<file path="config.mk">
export PLATFORM = sky130hd
export DESIGN_NAME = apb_master
export DESIGN_NICKNAME = d
export VERILOG_FILES = /design/src/rtl/apb_master.sv
export SDC_FILE = /design/constraint.sdc
export NUM_CORES = 1
export LEC_CHECK = 0
export BUFFER_PORTS_ARGS = -buffer_cell sky130_fd_sc_hd__buf_2
export CAP_MARGIN = 10
export CORE_MARGIN = 4
export CORE_UTILIZATION = 35
export DETAILED_ROUTE_END_ITERATION = 7
export PLACE_DENSITY = 0.75
export SLEW_MARGIN = 10
export SYNTH_ARGS = -nofsm -noshare
export SYNTH_HDL_FRONTEND = slang
export SYNTH_SLANG_ARGS = --single-unit
export TNS_END_PERCENT = 50
</file>
<file path="constraint.sdc">
create_clock -name clk -period 1.4 [get_ports clk]
set_input_delay 0.07 -clock clk [delete_from_list [all_inputs] [get_ports clk]]
set_output_delay 0.07 -clock clk [all_outputs]
set_load 0.1 [all_outputs]
</file>
<file path="src/rtl/apb_master.sv">
// APB initiator: turns single-beat local commands into SETUP/ACCESS transfers
// and returns one registered response per command, with a bounded pready wait.
module apb_master #(
  parameter int ADDR_W     = 32,
  parameter int DATA_W     = 32,
  parameter int NUM_SLAVES = 2,
  parameter int TIMEOUT    = 16
) (
  input  logic                  clk,
  input  logic                  rst,
  input  logic                  cmd_valid,
  output logic                  cmd_ready,
  input  logic                  cmd_write,
  input  logic [NUM_SLAVES-1:0] cmd_sel,
  input  logic [ADDR_W-1:0]     cmd_addr,
  input  logic [DATA_W-1:0]     cmd_wdata,
  output logic                  rsp_valid,
  output logic                  rsp_err,
  output logic [DATA_W-1:0]     rsp_rdata,
  output logic [ADDR_W-1:0]     pAdd,
  output logic [DATA_W-1:0]     pwData,
  output logic                  pwr,
  output logic [NUM_SLAVES-1:0] psel,
  output logic                  pen,
  input  logic [DATA_W-1:0]     prdata,
  input  logic                  pready
);

  typedef enum logic [1:0] {IDLE, SETUP, ACCESS} state_e;

  localparam int CW = $clog2(TIMEOUT + 1);
  localparam logic [CW-1:0] TMO = CW'(TIMEOUT);

  state_e                state_q, state_d;
  logic [CW-1:0]         cnt_q, cnt_d;
  logic                  cmd_ready_q, cmd_ready_d;
  logic                  rsp_valid_q, rsp_valid_d;
  logic                  rsp_err_q, rsp_err_d;
  logic [DATA_W-1:0]     rsp_rdata_q, rsp_rdata_d;
  logic [ADDR_W-1:0]     pAdd_q, pAdd_d;
  logic [DATA_W-1:0]     pwData_q, pwData_d;
  logic                  pwr_q, pwr_d;
  logic [NUM_SLAVES-1:0] psel_q, psel_d;
  logic                  pen_q, pen_d;
  logic                  sel_ok;

  // exactly one slave selected
  assign sel_ok = (cmd_sel != '0) &&
                  ((cmd_sel & (cmd_sel - NUM_SLAVES'(1))) == '0);

  always_comb begin
    state_d     = state_q;
    cnt_d       = cnt_q;
    cmd_ready_d = cmd_ready_q;
    rsp_valid_d = 1'b0;
    rsp_err_d   = 1'b0;
    rsp_rdata_d = rsp_rdata_q;
    pAdd_d      = pAdd_q;
    pwData_d    = pwData_q;
    pwr_d       = pwr_q;
    psel_d      = psel_q;
    pen_d       = pen_q;
    unique case (state_q)
      IDLE: begin
        cmd_ready_d = 1'b1;
        psel_d      = '0;
        pen_d       = 1'b0;
        if (cmd_valid) begin
          if (sel_ok) begin
            pAdd_d      = cmd_addr;
            pwData_d    = cmd_wdata;
            pwr_d       = cmd_write;
            psel_d      = cmd_sel;
            cmd_ready_d = 1'b0;
            cnt_d       = '0;
            state_d     = SETUP;
          end else begin
            rsp_valid_d = 1'b1;
            rsp_err_d   = 1'b1;
            rsp_rdata_d = '0;
          end
        end
      end
      SETUP: begin
        pen_d   = 1'b1;
        state_d = ACCESS;
      end
      ACCESS: begin
        // completion is checked first so it wins on the last wait cycle
        if (pready) begin
          state_d     = IDLE;
          psel_d      = '0;
          pen_d       = 1'b0;
          cmd_ready_d = 1'b1;
          rsp_valid_d = 1'b1;
          rsp_rdata_d = pwr_q ? '0 : prdata;
        end else begin
          cnt_d = cnt_q + CW'(1);
          if (cnt_d == TMO) begin
            state_d     = IDLE;
            psel_d      = '0;
            pen_d       = 1'b0;
            cmd_ready_d = 1'b1;
            rsp_valid_d = 1'b1;
            rsp_err_d   = 1'b1;
            rsp_rdata_d = '0;
          end
        end
      end
      default: state_d = IDLE;
    endcase
  end

  always_ff @(posedge clk) begin
    if (rst) begin
      state_q     <= IDLE;
      cnt_q       <= '0;
      cmd_ready_q <= 1'b1;
      rsp_valid_q <= 1'b0;
      rsp_err_q   <= 1'b0;
      rsp_rdata_q <= '0;
      pAdd_q      <= '0;
      pwData_q    <= '0;
      pwr_q       <= 1'b0;
      psel_q      <= '0;
      pen_q       <= 1'b0;
    end else begin
      state_q     <= state_d;
      cnt_q       <= cnt_d;
      cmd_ready_q <= cmd_ready_d;
      rsp_valid_q <= rsp_valid_d;
      rsp_err_q   <= rsp_err_d;
      rsp_rdata_q <= rsp_rdata_d;
      pAdd_q      <= pAdd_d;
      pwData_q    <= pwData_d;
      pwr_q       <= pwr_d;
      psel_q      <= psel_d;
      pen_q       <= pen_d;
    end
  end

  assign cmd_ready = cmd_ready_q;
  assign rsp_valid = rsp_valid_q;
  assign rsp_err   = rsp_err_q;
  assign rsp_rdata = rsp_rdata_q;
  assign pAdd      = pAdd_q;
  assign pwData    = pwData_q;
  assign pwr       = pwr_q;
  assign psel      = psel_q;
  assign pen       = pen_q;

endmodule
</file>
== Word-level counts from Yosys, hierarchy flattened ==
Cells that the tools add are included.

* Word-level logic and storage cells: 66
* ROM bits: 0
* Output and inout bits: 103
* Latch bits: 0
* Bits in registers: 110
* Bits in writable memories: 0
* Memories kept: 0
* Bits of input ports: 103

* Equality and inequality tests: 8
* $mul: 0
* Divide/modulo/power cells: 0
* Bitwise operators: 1
* Shift-type cells: 0
* Reductions and logical operators: 12
* Order comparisons: 0
* Muxes and demuxes: 32
* $add $sub $neg: 2

{| class="wikitable"
|+ Operator list
! operator !! number
|-
| $mux W32 || 5
|-
| $pmux W32 S2 || 1
|-
| $mux W5 || 3
|-
| $mux W2 || 6
|-
| $mux W1 || 10
|-
| $pmux W5 S2 || 1
|-
| $ne A2 B2 Y1 const B || 4
|-
| $reduce_and A4 Y1 || 2
|-
| $pmux W1 S2 || 3
|-
| $pmux W2 S3 || 1
|-
| $reduce_and A3 Y1 || 2
|-
| $add A5 B1 Y5 const B || 1
|-
| $eq A5 B5 Y1 const B || 1
|-
| $logic_not A2 Y1 || 2
|-
| $pmux W2 S2 || 1
|-
| $reduce_and A2 Y1 || 2
|-
| $reduce_bool A2 Y1 || 2
|-
| $ne A3 B3 Y1 const B || 1
|-
| $pmux W1 S3 || 1
|-
| $reduce_bool A3 Y1 || 1
|-
| $and A2 B2 Y2 || 1
|-
| $eq A2 B1 Y1 const B || 1
|-
| $eq A2 B2 Y1 const B || 1
|-
| $sub A2 B1 Y2 const B || 1
|-
| $logic_and A1 B1 Y1 || 1
|}

== Depth between registers and ports, before layout ==
Gate-level depths: netlist (run 1).

* Depth after elaboration: 7
* Mapped depth: 7
* Mapped depth without buffers: 6

== Worst setup path before layout (run 1) ==
Ideal clock, no wire load.

* Kind: register to register
* Start: register pwr_q (netlist: pwr)
* End: register rsp_rdata_q[21] (netlist: rsp_rdata[21])
* Stages on the path, launching flop included: 6
* Library setup time: 0.119 ns
* Arrival: 1.797 ns
* Period minus slack after synthesis: 1.915 ns
* Slack: -0.515 ns
* Required time: 1.281 ns
* Path through: dfxtp_1 -> nor3b_1 -> and3_1 -> clkbuf_4 -> buf_2 -> a22o_2

* Longest elaborated chain between the ends: 3

{| class="wikitable"
|+ RTL lines
! what !! RTL line !! text
|-
| start: declaration || 42 || <nowiki>logic pwr_q, pwr_d;</nowiki>
|-
| start signal: assignment || 136 || <nowiki>pwr_q <= pwr_d;</nowiki>
|-
| $mux W32 || 96 || <nowiki>rsp_rdata_d = pwr_q ? '0 : prdata;</nowiki>
|-
| $mux W32 || 90 || <nowiki>if (pready) begin</nowiki>
|-
| $pmux W32 S2 || 63 || <nowiki>unique case (state_q)</nowiki>
|-
| end signal: assignment || 133 || <nowiki>rsp_rdata_q <= rsp_rdata_d;</nowiki>
|-
| end: declaration || 39 || <nowiki>logic [DATA_W-1:0] rsp_rdata_q, rsp_rdata_d;</nowiki>
|}

Every way passes these cells.
A chain may end at the register's enable or synchronous reset.

== Final worst setup path (run 1) ==
* Start: register state_q[0]
* End: register rsp_rdata_q[29] (netlist: rsp_rdata[29])

* Longest elaborated chain between the ends: 3
* Elaborated cells between the ends (all ways): 8

{| class="wikitable"
|+ RTL lines
! what !! RTL line !! text
|-
| start: declaration || 34 || <nowiki>state_e state_q, state_d;</nowiki>
|-
| start signal: assignment || 128 || <nowiki>state_q <= state_d;</nowiki>
|-
| $eq A2 B2 Y1 or $logic_not A2 Y1 (tied branches) || 63 ||
|-
| $ne A3 B3 Y1 (no line) (tied with other cells) || n/a ||
|-
| $reduce_and A4 Y1 (no line) || n/a ||
|}

Parallel ways exist; a longest one is shown, timed or not.

==> flow_metrics.env, run 1 <==
export IMPL_status="finished with violations"
export IMPL_violations="setup timing"
export IMPL_holdPathStages=2
export IMPL_hold_class="in -> reg"
export IMPL_core_um2=11000
export IMPL_period_needed_ps=1470
export IMPL_hold_end="rsp_err$_SDFF_PP0_"
export IMPL_power_density_nw_per_um2=1120
export IMPL_netlist_instances=431
export IMPL_async_reset_ff_share_pct=0
export IMPL_regToRegSetupSlack_ps=-70
export IMPL_gr_usage_met2_pct=37.2
export IMPL_initial_core_util_pct=36.4
export IMPL_drc_errors=0
export IMPL_worstHoldStart="rst"
export IMPL_worst_setup_path_start_kind="flop"
export IMPL_leakage_nw=3.23
export IMPL_ys_seq_area_share_pct=55.1
export IMPL_grt_use_met3_pct=4.95
export IMPL_synth_area_leaders="dfxtp_1 (55%), nand2_1 (12%), a21oi_1 (8.9%)"
export IMPL_cp_end_kind="flop"
export IMPL_ctsHtreeMaxLevel=3
export IMPL_synth_seq_cells=110
export IMPL_final_core_util_pct=63.8
export IMPL_synth_area_um2=4000
export IMPL_worst_slack_ps=-73.5
export IMPL_wire_per_inst_um=17.1
export IMPL_setup_violations_final=46
export IMPL_cts_path_max_buffers=2
export IMPL_final_cells=903
export IMPL_io_pins=206
export IMPL_reg2reg_to="rsp_rdata[29]$_SDFFE_PP0P_"
export IMPL_place_hpwl_um=8290
export IMPL_finalCritPeriodShare_pct=105
export IMPL_insertion_delay_ps=340
export IMPL_path_class="reg -> reg"
export IMPL_r2r_start="state_q[0]$_SDFFE_PP0P_"
export IMPL_dr_pass1_iters=5
export IMPL_cts_buffers=9
export IMPL_required_ps=1630
export IMPL_viasPerCell=4.95
export IMPL_yosysTopAreaCellShare_pct=55.1
export IMPL_maxCapViolations=0
export IMPL_relSlewSlack_pct=50.2
export IMPL_fmax_mhz=679
export IMPL_r2r_cells=7
export IMPL_busiest_layer="met2"
export IMPL_grt_pass1_vias=4553
export IMPL_rows=38
export IMPL_die_h_um=115
export IMPL_numPortBuffers=205
export IMPL_hold_violations=0
export IMPL_synth_fp_nets=537
export IMPL_grt_usage_pct=20.9
export IMPL_worst_pin_slew_ps=747
export IMPL_die_x_um=115
export IMPL_grt_start_max_net_pins=64
export IMPL_ys_flop_type="dfxtp_1"
export IMPL_netlist_top_cell_by_area="dfxtp_1"
export IMPL_avgSynthCellArea_um2=9.27
export IMPL_use_met1_pct=23.0
export IMPL_synth_edf_count=0
export IMPL_vias=4473
export IMPL_overflow=0
export IMPL_ant_nets=0
export IMPL_yosysWarnings=0
export IMPL_drive_gt1_share_pct=43.3
export IMPL_place_area_um2=5240
export IMPL_synth_cell_types=41
export IMPL_area_growth_pct=75.5
export IMPL_vdd_drop_max_mv=0.811
export IMPL_place_inst=767
export IMPL_nets=863
export IMPL_clk_pin_slew_ps=70
export IMPL_skew_ps=6.27
export IMPL_grt_pass1_wl_um=22100
export IMPL_cts_tree="done"
export IMPL_antenna_found_initial=1
export IMPL_first_iter_violations=259
export IMPL_critPathArrivalTime_ps=1710
export IMPL_die_area_um2=13200
export IMPL_drv_slew=0
export IMPL_cts_root_buffer="clkbuf_16"
export IMPL_stdcell_area_um2=7010
export IMPL_path_max_fanout=8
export IMPL_setup_tns_ps=-1750
export IMPL_gp_congestion=0.796
export IMPL_cts_sinks=110
export IMPL_rsz0062_at_grt="yes"
export IMPL_finalWirelength_um=15500
==> worst max-delay path by stage <==
stage	startpoint	to	slack (ps)	cells past startpoint
after CTS	cnt_q[0]$_SDFFE_PP0P_	rsp_rdata[28]$_SDFFE_PP0P_	-6	5
after global placement	cmd_sel[0]	pAdd[16]$_SDFFE_PP0P_	-80	7
after detailed placement	cmd_sel[0]	pAdd[16]$_SDFFE_PP0P_	-130	7
after floorplan	pwr$_SDFFE_PP0P_	rsp_rdata[21]$_SDFFE_PP0P_	-20	5
final	state_q[0]$_SDFFE_PP0P_	rsp_rdata[29]$_SDFFE_PP0P_	-70	7
after global routing	cnt_q[1]$_SDFFE_PP0P_	rsp_rdata[19]$_SDFFE_PP0P_	-120	6
==> routing by layer <==
| layer | up-vias | part of all wire [%] |
|---|---|---|
| met4 | 0 | 2.7 |
| li1 | 2126 | - |
| met3 | 34 | 7.6 |
| met1 | 2096 | 38 |
| met5 | - | 0 |
| met2 | 217 | 52 |
==> timing repair <==
item | CTS | global route
pin swaps | 4 | 12
buffers inserted | 5 | 8
gates cloned | 2 | 7
resized for setup | 13 | 50
endpoints found under the setup margin | 106 | 107
endpoints found under the hold margin | 97 | 0
hold buffers | 97 | 0
==> report_power, final <==
| group | internal, mW | switching, mW | total [mW] |
|---|---|---|---|
| Clock | 1.21 | 1.09 | 2.30 |
| Sequential | 3.26 | 0.0774 | 3.34 |
| Combinational | 0.694 | 1.50 | 2.19 |
| Total | 5.17 | 2.66 | 7.83 |
==> cell families (layout without fill, tap and decap cells) <==
group                      count (synthesis)  after routing  share of synthesized area [%]
DFF                                      110            110                           55.1
AOI/OAI and AO/OA                        116            116                           19.2
other                                      0              1                              0
muxes                                      2              2                          0.501
buffers and inverters                     36            367                           5.73
and+or+nand+nor                          164            164                           18.5
adders and majority gates                  3              3                          0.940
==> registers in the layout, summed over array words and instances, names as in the netlist <==
name / count
psel: 2
pwr: 1
rsp_err: 1
rsp_valid: 1
cmd_ready: 1
cnt_q: 5
pAdd: 32
rsp_rdata: 32
pwData: 32
state_q: 2
pen: 1
==> synthesized netlist by cell type (3+ instances only) <==
master,count
buf_4,5
nand2b_1,3
nand3_1,5
nand2_1,133
ha_1,3
clkbuf_1,9
buf_2,11
o22ai_1,3
dfxtp_1,110
a22o_2,18
buf_6,5
nor2_1,6
a22o_1,14
a21oi_1,71
==> layout make-up <==
| cell class | count | area, um2 |
|---|---|---|
| Sequential cell | 110 | 2220 |
| Antenna cell | 1 | 2.50 |
| Clock buffer | 13 | 240 |
| Fill cell | 839 | 3970 |
| Inverter | 3 | 13.8 |
| Tap cell | 140 | 175 |
| Timing Repair Buffer | 348 | 2580 |
| Multi-Input combinational cell | 285 | 1760 |
| Clock inverter | 3 | 21.3 |
==> per-stage QoR <==
step | power [mW] | setup WS [ps] | hold WS [ps]
after floorplan | 4.72 | -15.5 | 196
after global placement | 5.09 | -82.4 | 293
after detailed placement | 5.12 | -134 | 291
after CTS | 7.70 | -6.04 | 11.1
after global routing | 8.13 | -122 | 44.4
final | 7.83 | -73.5 | 39.0
==> placed cells by master (no fill, tap or decap), types with 7 or more instances in the layout <==
cell / count
a21oi_1: 58
dfxtp_1: 103
dlygate4sd3_1: 97
a22o_1: 14
a22o_2: 14
nand2_1: 125
buf_6: 7
buf_2: 205
buf_4: 25
clkbuf_16: 14
a21oi_2: 13
==> worst max-delay path, stage by stage, from the launching register on <==
cell       delay (ps)
dfxtp_4           370
buf_6             120
inv_4              50
and4_4            240
a211oi_4           60
buf_6             140
clkbuf_16         160
a22o_4            220
No activity file was read; power rests on OpenSTA's default activity.
==> inputs of run 2 (changes only) <==
PLACE_DENSITY = 0.72   (was 0.75)
clock period = 1.39 ns   (was 1.4 ns; I/O delays follow)
==> run 2 against run 1 <==
Compared with the run above: the flow still finishes with violations (setup timing); via count down 1.7%; worst setup slack worse by 8.0 ps; clock power up 7%; wire length down 6.9%; register-to-register slack about the same; sequential share of layout area down 0.18 points; core utilization up 0.25 points; sequential cell count unchanged; final cell count down 1.0%; maximum frequency up 0.14%; clock skew up 2.1 ps.
==> flow_metrics.env, run 2 (synthesized netlist as in run 1, its figures left out) <==
export IMPL_setup_violations_final=34
export IMPL_fmax_mhz=680
export IMPL_p_clk_share_pct=30.8
export IMPL_insertion_delay_ps=340
export IMPL_diodes=0
export IMPL_wire_per_inst_um=16.1
export IMPL_maxCapViolations=0
export IMPL_die_x_um=115
export IMPL_grt_usage_pct=20.2
export IMPL_worst_setup_path_start_kind="flop"
export IMPL_cts_tree="done"
export IMPL_cts_path_max_buffers=2
export IMPL_switchingPower_mw=2.70
export IMPL_grt_pass1_vias=4478
export IMPL_slowest_delay_ps=360
export IMPL_layout_commonest_cell="buf_2"
export IMPL_cts_sinks=110
export IMPL_die_h_um=115
export IMPL_critPathArrivalTime_ps=1740
export IMPL_required_ps=1660
export IMPL_io_pins=206
export IMPL_status="finished with violations"
export IMPL_stdcell_area_um2=7040
export IMPL_vdd_drop_max_mv=0.981
export IMPL_leakage_nw=3.23
export IMPL_slowest_stage="dfxtp_4"
export IMPL_drc_errors=0
export IMPL_cp_end_kind="flop"
export IMPL_viasPerCell=4.92
export IMPL_vias=4395
export IMPL_whs_ps=120
export IMPL_grt_start_max_net_pins=39
export IMPL_setup_tns_ps=-425
export IMPL_skew_ps=8.38
export IMPL_final_core_util_pct=64.1
export IMPL_cp_common_cell="buf_6"
export IMPL_overflow=0
export IMPL_finalPower_mw=8.01
export IMPL_hold_violations=0
export IMPL_violations="setup timing"
export IMPL_place_hpwl_um=8340
export IMPL_rsz0062_at_grt="yes"
export IMPL_worst_pin_slew_ps=539
export IMPL_first_iter_violations=261
export IMPL_path_max_fanout=8
export IMPL_power_frac_seq_pct=42.0
export IMPL_finalCritPeriodShare_pct=106
export IMPL_finalWirelength_um=14400
export IMPL_cts_buffers=9
export IMPL_period_needed_ps=1470
export IMPL_dr_pass1_iters=4
export IMPL_place_inst=772
export IMPL_p_comb_share_pct=27.2
export IMPL_layout_common_cells="buf_2 (205), nand2_1 (109), dfxtp_1 (104)"
export IMPL_antenna_found_initial=0
export IMPL_initial_core_util_pct=36.4
export IMPL_p_int_mw=5.31
export IMPL_drv_slew=0
export IMPL_nets=855
export IMPL_rows=38
export IMPL_die_area_um2=13200
export IMPL_dp_slack_ps=-133
export IMPL_cts_root_buffer="clkbuf_16"
export IMPL_final_cells=894
export IMPL_clk_pin_slew_ps=70
export IMPL_place_area_um2=5270
export IMPL_gp_congestion=0.808
export IMPL_power_density_nw_per_um2=1140
export IMPL_worst_slack_ps=-81.5
export IMPL_ant_nets=0
export IMPL_grt_pass1_wl_um=21600
export IMPL_relSlewSlack_pct=64.0
export IMPL_core_um2=11000
export IMPL_area_growth_pct=76.2
export IMPL_cp_cell_sequence="buf_6, nor4b_4, buf_6, clkbuf_16, nand2_1, a21oi_2"
export IMPL_path_class="reg -> reg"
export IMPL_swShare_pct=33.7
export IMPL_ctsHtreeMaxLevel=3
export IMPL_drive_gt1_share_pct=48.0
export IMPL_hold_class="in -> reg"
export IMPL_n_fill_cell=826
export IMPL_numPortBuffers=205
[run 2: cell count changes in the layout (fill, tap and decap cells not counted), sizes merged]
cell    change
buf         -6
diode       -1
clkbuf      -2
[run 2: final cells by class]
type | count | area [um2] | share of cell area, %
repair buffers | 340 | 2450 | 34.8
flip-flops and latches | 110 | 2220 | 31.5
multi-input cells | 285 | 1900 | 27.0
clock buffers | 13 | 270 | 3.84
well taps | 140 | 175 | 2.49
clock inverters | 3 | 17.5 | 0.249
inverters | 3 | 11.3 | 0.160
[run 2: worst paths after layout]
kind / start / end / slack, ps / cells after the start
worst max-delay path: state_q[0]$_SDFFE_PP0P_ / pAdd[21]$_SDFFE_PP0P_ / -80 / 6
worst min-delay path: rst / pen$_SDFFE_PP0P_ / 120 / 3
worst max register to register: state_q[0]$_SDFFE_PP0P_ / pAdd[21]$_SDFFE_PP0P_ / -80 / 6
worst min register to register: pAdd[31]$_SDFFE_PP0P_ / pAdd[31]$_SDFFE_PP0P_ / 450 / 2
[run 2: power by group through the flow]
stage | Combinational (mW) | Sequential (mW) | Clock (mW)
2_1_floorplan | 0.383 | 4.37 | 0
3_3_place_gp | 1.72 | 3.42 | 0
3_5_place_dp | 1.74 | 3.43 | 0
4_1_cts | 1.98 | 3.36 | 2.55
5_1_grt | 2.28 | 3.37 | 2.66
6_report | 2.18 | 3.36 | 2.47
[run 2: per-layer routing]
metal | vias up | share of wire (%) | track usage [%]
li1 | 2111 | - | -
met1 | 2078 | 39 | 22.3
met2 | 186 | 51 | 36.7
met3 | 20 | 8.0 | 5.95
met4 | 0 | 1.7 | 7.28
met5 | - | 0 | 0
[run 2: repair_timing]
action,4_1_cts,5_1_grt
endpoints found under the hold margin,97,0
setup buffers,2,4
hold buffers,97,0
cloned,1,3
pin swaps,2,29
gates resized for setup,15,89
setup endpoints to repair,105,108
[run 2: critical path, delay by kind of cell (launching register included)]
family	cells	cell delay [ps]
compound gates	1	130
simple gates	2	390
buf+inv	3	500
flops	1	360
==> inputs of run 3 (changes only) <==
PLACE_DENSITY = 0.75   (was 0.72)
clock period = 1.3 ns   (was 1.39 ns; I/O delays follow)
==> run 3 against run 2 <==
Compared with the run above: the run still ends with setup timing left; via count increased by 2.9%; worst setup slack lost 18 ps; global-route usage rose by 0.90 points; design area down 1.5%; clock power is 3% higher; non-clock buffer count is the same; combinational power grew 5%; sequential power rose by 7.1%; maximum frequency is 5.1% higher; count of clock-buffer cells in the layout down 4; first-iteration DRC count up 30%; total power up 5.3%; critical endpoint is now rsp_rdata[9]$_SDFFE_PP0P_.
==> flow_metrics.env, run 3 (synthesized netlist as in run 1, its figures left out) <==
export IMPL_ant_nets=0
export IMPL_status="finished with violations"
export IMPL_holdPathStages=3
export IMPL_drive_gt1_share_pct=45.8
export IMPL_rsz0062_at_grt="yes"
export IMPL_cts_sinks=110
export IMPL_io_pins=206
export IMPL_numPortBuffers=205
export IMPL_cp_cell_sequence="nand4bb_4, nand2_2, a211oi_4, buf_12, a22o_1"
export IMPL_relSlewSlack_pct=66.3
export IMPL_cpLargestDelayFamily="compound AO/OA/AOI/OAI gates"
export IMPL_first_iter_violations=339
export IMPL_path_max_fanout=32
export IMPL_r2r_cells=5
export IMPL_grt_usage_pct=21.1
export IMPL_antenna_found_initial=1
export IMPL_fmax_mhz=714
export IMPL_viasPerCell=5.05
export IMPL_grt_pass1_vias=4519
export IMPL_layout_common_cells="buf_2 (205), nand2_1 (128), dfxtp_1 (103)"
export IMPL_area_growth_pct=73.5
export IMPL_ctsHtreeMaxLevel=3
export IMPL_period_needed_ps=1400
export IMPL_slowest_delay_ps=420
export IMPL_setup_violations_final=90
export IMPL_insertion_delay_ps=350
export IMPL_dr_pass1_iters=6
export IMPL_cp_buffers_inverters=1
export IMPL_violations="setup timing"
export IMPL_slowest_stage="dfxtp_4"
export IMPL_nets=855
export IMPL_initial_core_util_pct=36.4
export IMPL_hold_violations=0
export IMPL_maxCapViolations=0
export IMPL_dp_slack_ps=-198
export IMPL_path_depth=5
export IMPL_cp_end_kind="flop"
export IMPL_critPathArrivalTime_ps=1680
export IMPL_drc_errors=0
export IMPL_p_int_mw=5.50
export IMPL_vdd_drop_max_mv=1.11
export IMPL_wire_per_inst_um=16.8
export IMPL_clk_pin_slew_ps=70
export IMPL_setup_tns_ps=-4680
export IMPL_grt_start_max_net_pins=49
export IMPL_cts_root_buffer="clkbuf_16"
export IMPL_die_x_um=115
export IMPL_cts_path_max_buffers=2
export IMPL_cts_tree="done"
export IMPL_rows=38
export IMPL_power_frac_seq_pct=42.7
export IMPL_hold_class="in -> reg"
export IMPL_vias=4522
export IMPL_n_fill_cell=841
export IMPL_cts_buffers=9
export IMPL_grt_pass1_wl_um=22200
export IMPL_power_density_nw_per_um2=1220
export IMPL_gp_congestion=0.784
export IMPL_skew_ps=3.78
export IMPL_p_comb_share_pct=27.1
export IMPL_leakage_nw=3.11
export IMPL_multiInputGateArea_um2=1800
export IMPL_worst_slack_ps=-99.6
export IMPL_seqCellArea_um2=2230
export IMPL_core_um2=11000
export IMPL_p_clk_share_pct=30.2
export IMPL_overflow=0
export IMPL_finalWirelength_um=15000
export IMPL_worst_pin_slew_ps=510
export IMPL_drv_slew=0
export IMPL_layout_commonest_cell="buf_2"
export IMPL_required_ps=1590
export IMPL_place_hpwl_um=8240
export IMPL_switchingPower_mw=2.93
export IMPL_die_h_um=115
export IMPL_swShare_pct=34.7
export IMPL_finalCritPeriodShare_pct=108
export IMPL_path_class="reg -> reg"
export IMPL_worst_setup_path_start_kind="flop"
export IMPL_die_area_um2=13200
run 3: cell types whose count changed in the layout (fill, tap and decap cells not counted), sizes merged:
| cell | previous run | this run |
|---|---|---|
| clkbuf | 16 | 12 |
| clkinv | 2 | 3 |
| clkinvlp | 1 | 3 |
| diode | 0 | 1 |
| inv | 3 | 4 |
run 3: per-stage QoR:
| step | total power [mW] | area, um2 | hold WS [ps] | utilization (%) | instances |
|---|---|---|---|---|---|
| 2_1_floorplan | 5.09 | 4060 | 191 | - | 431 |
| 3_3_place_gp | 5.47 | 5250 | 289 | 47.8 | 768 |
| 3_5_place_dp | 5.50 | 5250 | 290 | 47.8 | 768 |
| 4_1_cts | 8.34 | 6670 | 92.8 | 60.7 | 889 |
| 5_1_grt | 8.76 | 6930 | 135 | 63.1 | 894 |
| 6_report | 8.43 | 6930 | 119 | 63.1 | 895 |
run 3: final timing paths:
check / start / endpoint / slack, ps
hold / removal: pready / pen$_SDFFE_PP0P_ / 120
setup reg to reg: state_q[0]$_SDFFE_PP0P_ / rsp_rdata[9]$_SDFFE_PP0P_ / -100
setup / recovery: state_q[0]$_SDFFE_PP0P_ / rsp_rdata[9]$_SDFFE_PP0P_ / -100
hold reg to reg: pAdd[29]$_SDFFE_PP0P_ / pAdd[29]$_SDFFE_PP0P_ / 450
run 3: power groups by stage:
| stage | Sequential, mW | Clock (mW) | Combinational [mW] |
|---|---|---|---|
| finish | 3.60 | 2.55 | 2.29 |
| global route | 3.61 | 2.76 | 2.38 |
| CTS | 3.59 | 2.62 | 2.13 |
| detailed placement | 3.67 | 0 | 1.83 |
| global placement | 3.67 | 0 | 1.80 |
| floorplan | 4.68 | 0 | 0.411 |
run 3: worst min-delay path, stage by stage:
cell and delay [ps]:
buf_2 150, or4b_1 140, o32ai_2 70
run 3: what timing repair did:
item | CTS | global route
pin swaps | 1 | 3
setup buffers | 6 | 2
hold endpoints to repair | 97 | 0
hold buffers | 97 | 0
cloned | 2 | 3
resized for setup | 20 | 46
setup endpoints to repair | 108 | 107
run 3: final cells by class:
class / instances / area share [%]
clock buffers: 9 / 3.25
flip-flops and latches: 110 / 32.1
repair buffers: 340 / 35.3
well taps: 140 / 2.53
multi-input cells: 285 / 25.9
inverters: 3 / 0.162
clock inverters: 7 / 0.722
diodes: 1 / 0.0361
run 3: per-layer routing:
metal	vias up	track usage (%)	wire length (um)
met4	2	7.98	473
met2	236	39.1	7740
met1	2132	21.5	5510
li1	2107	-	-
met5	-	0	7
met3	45	7.84	1310
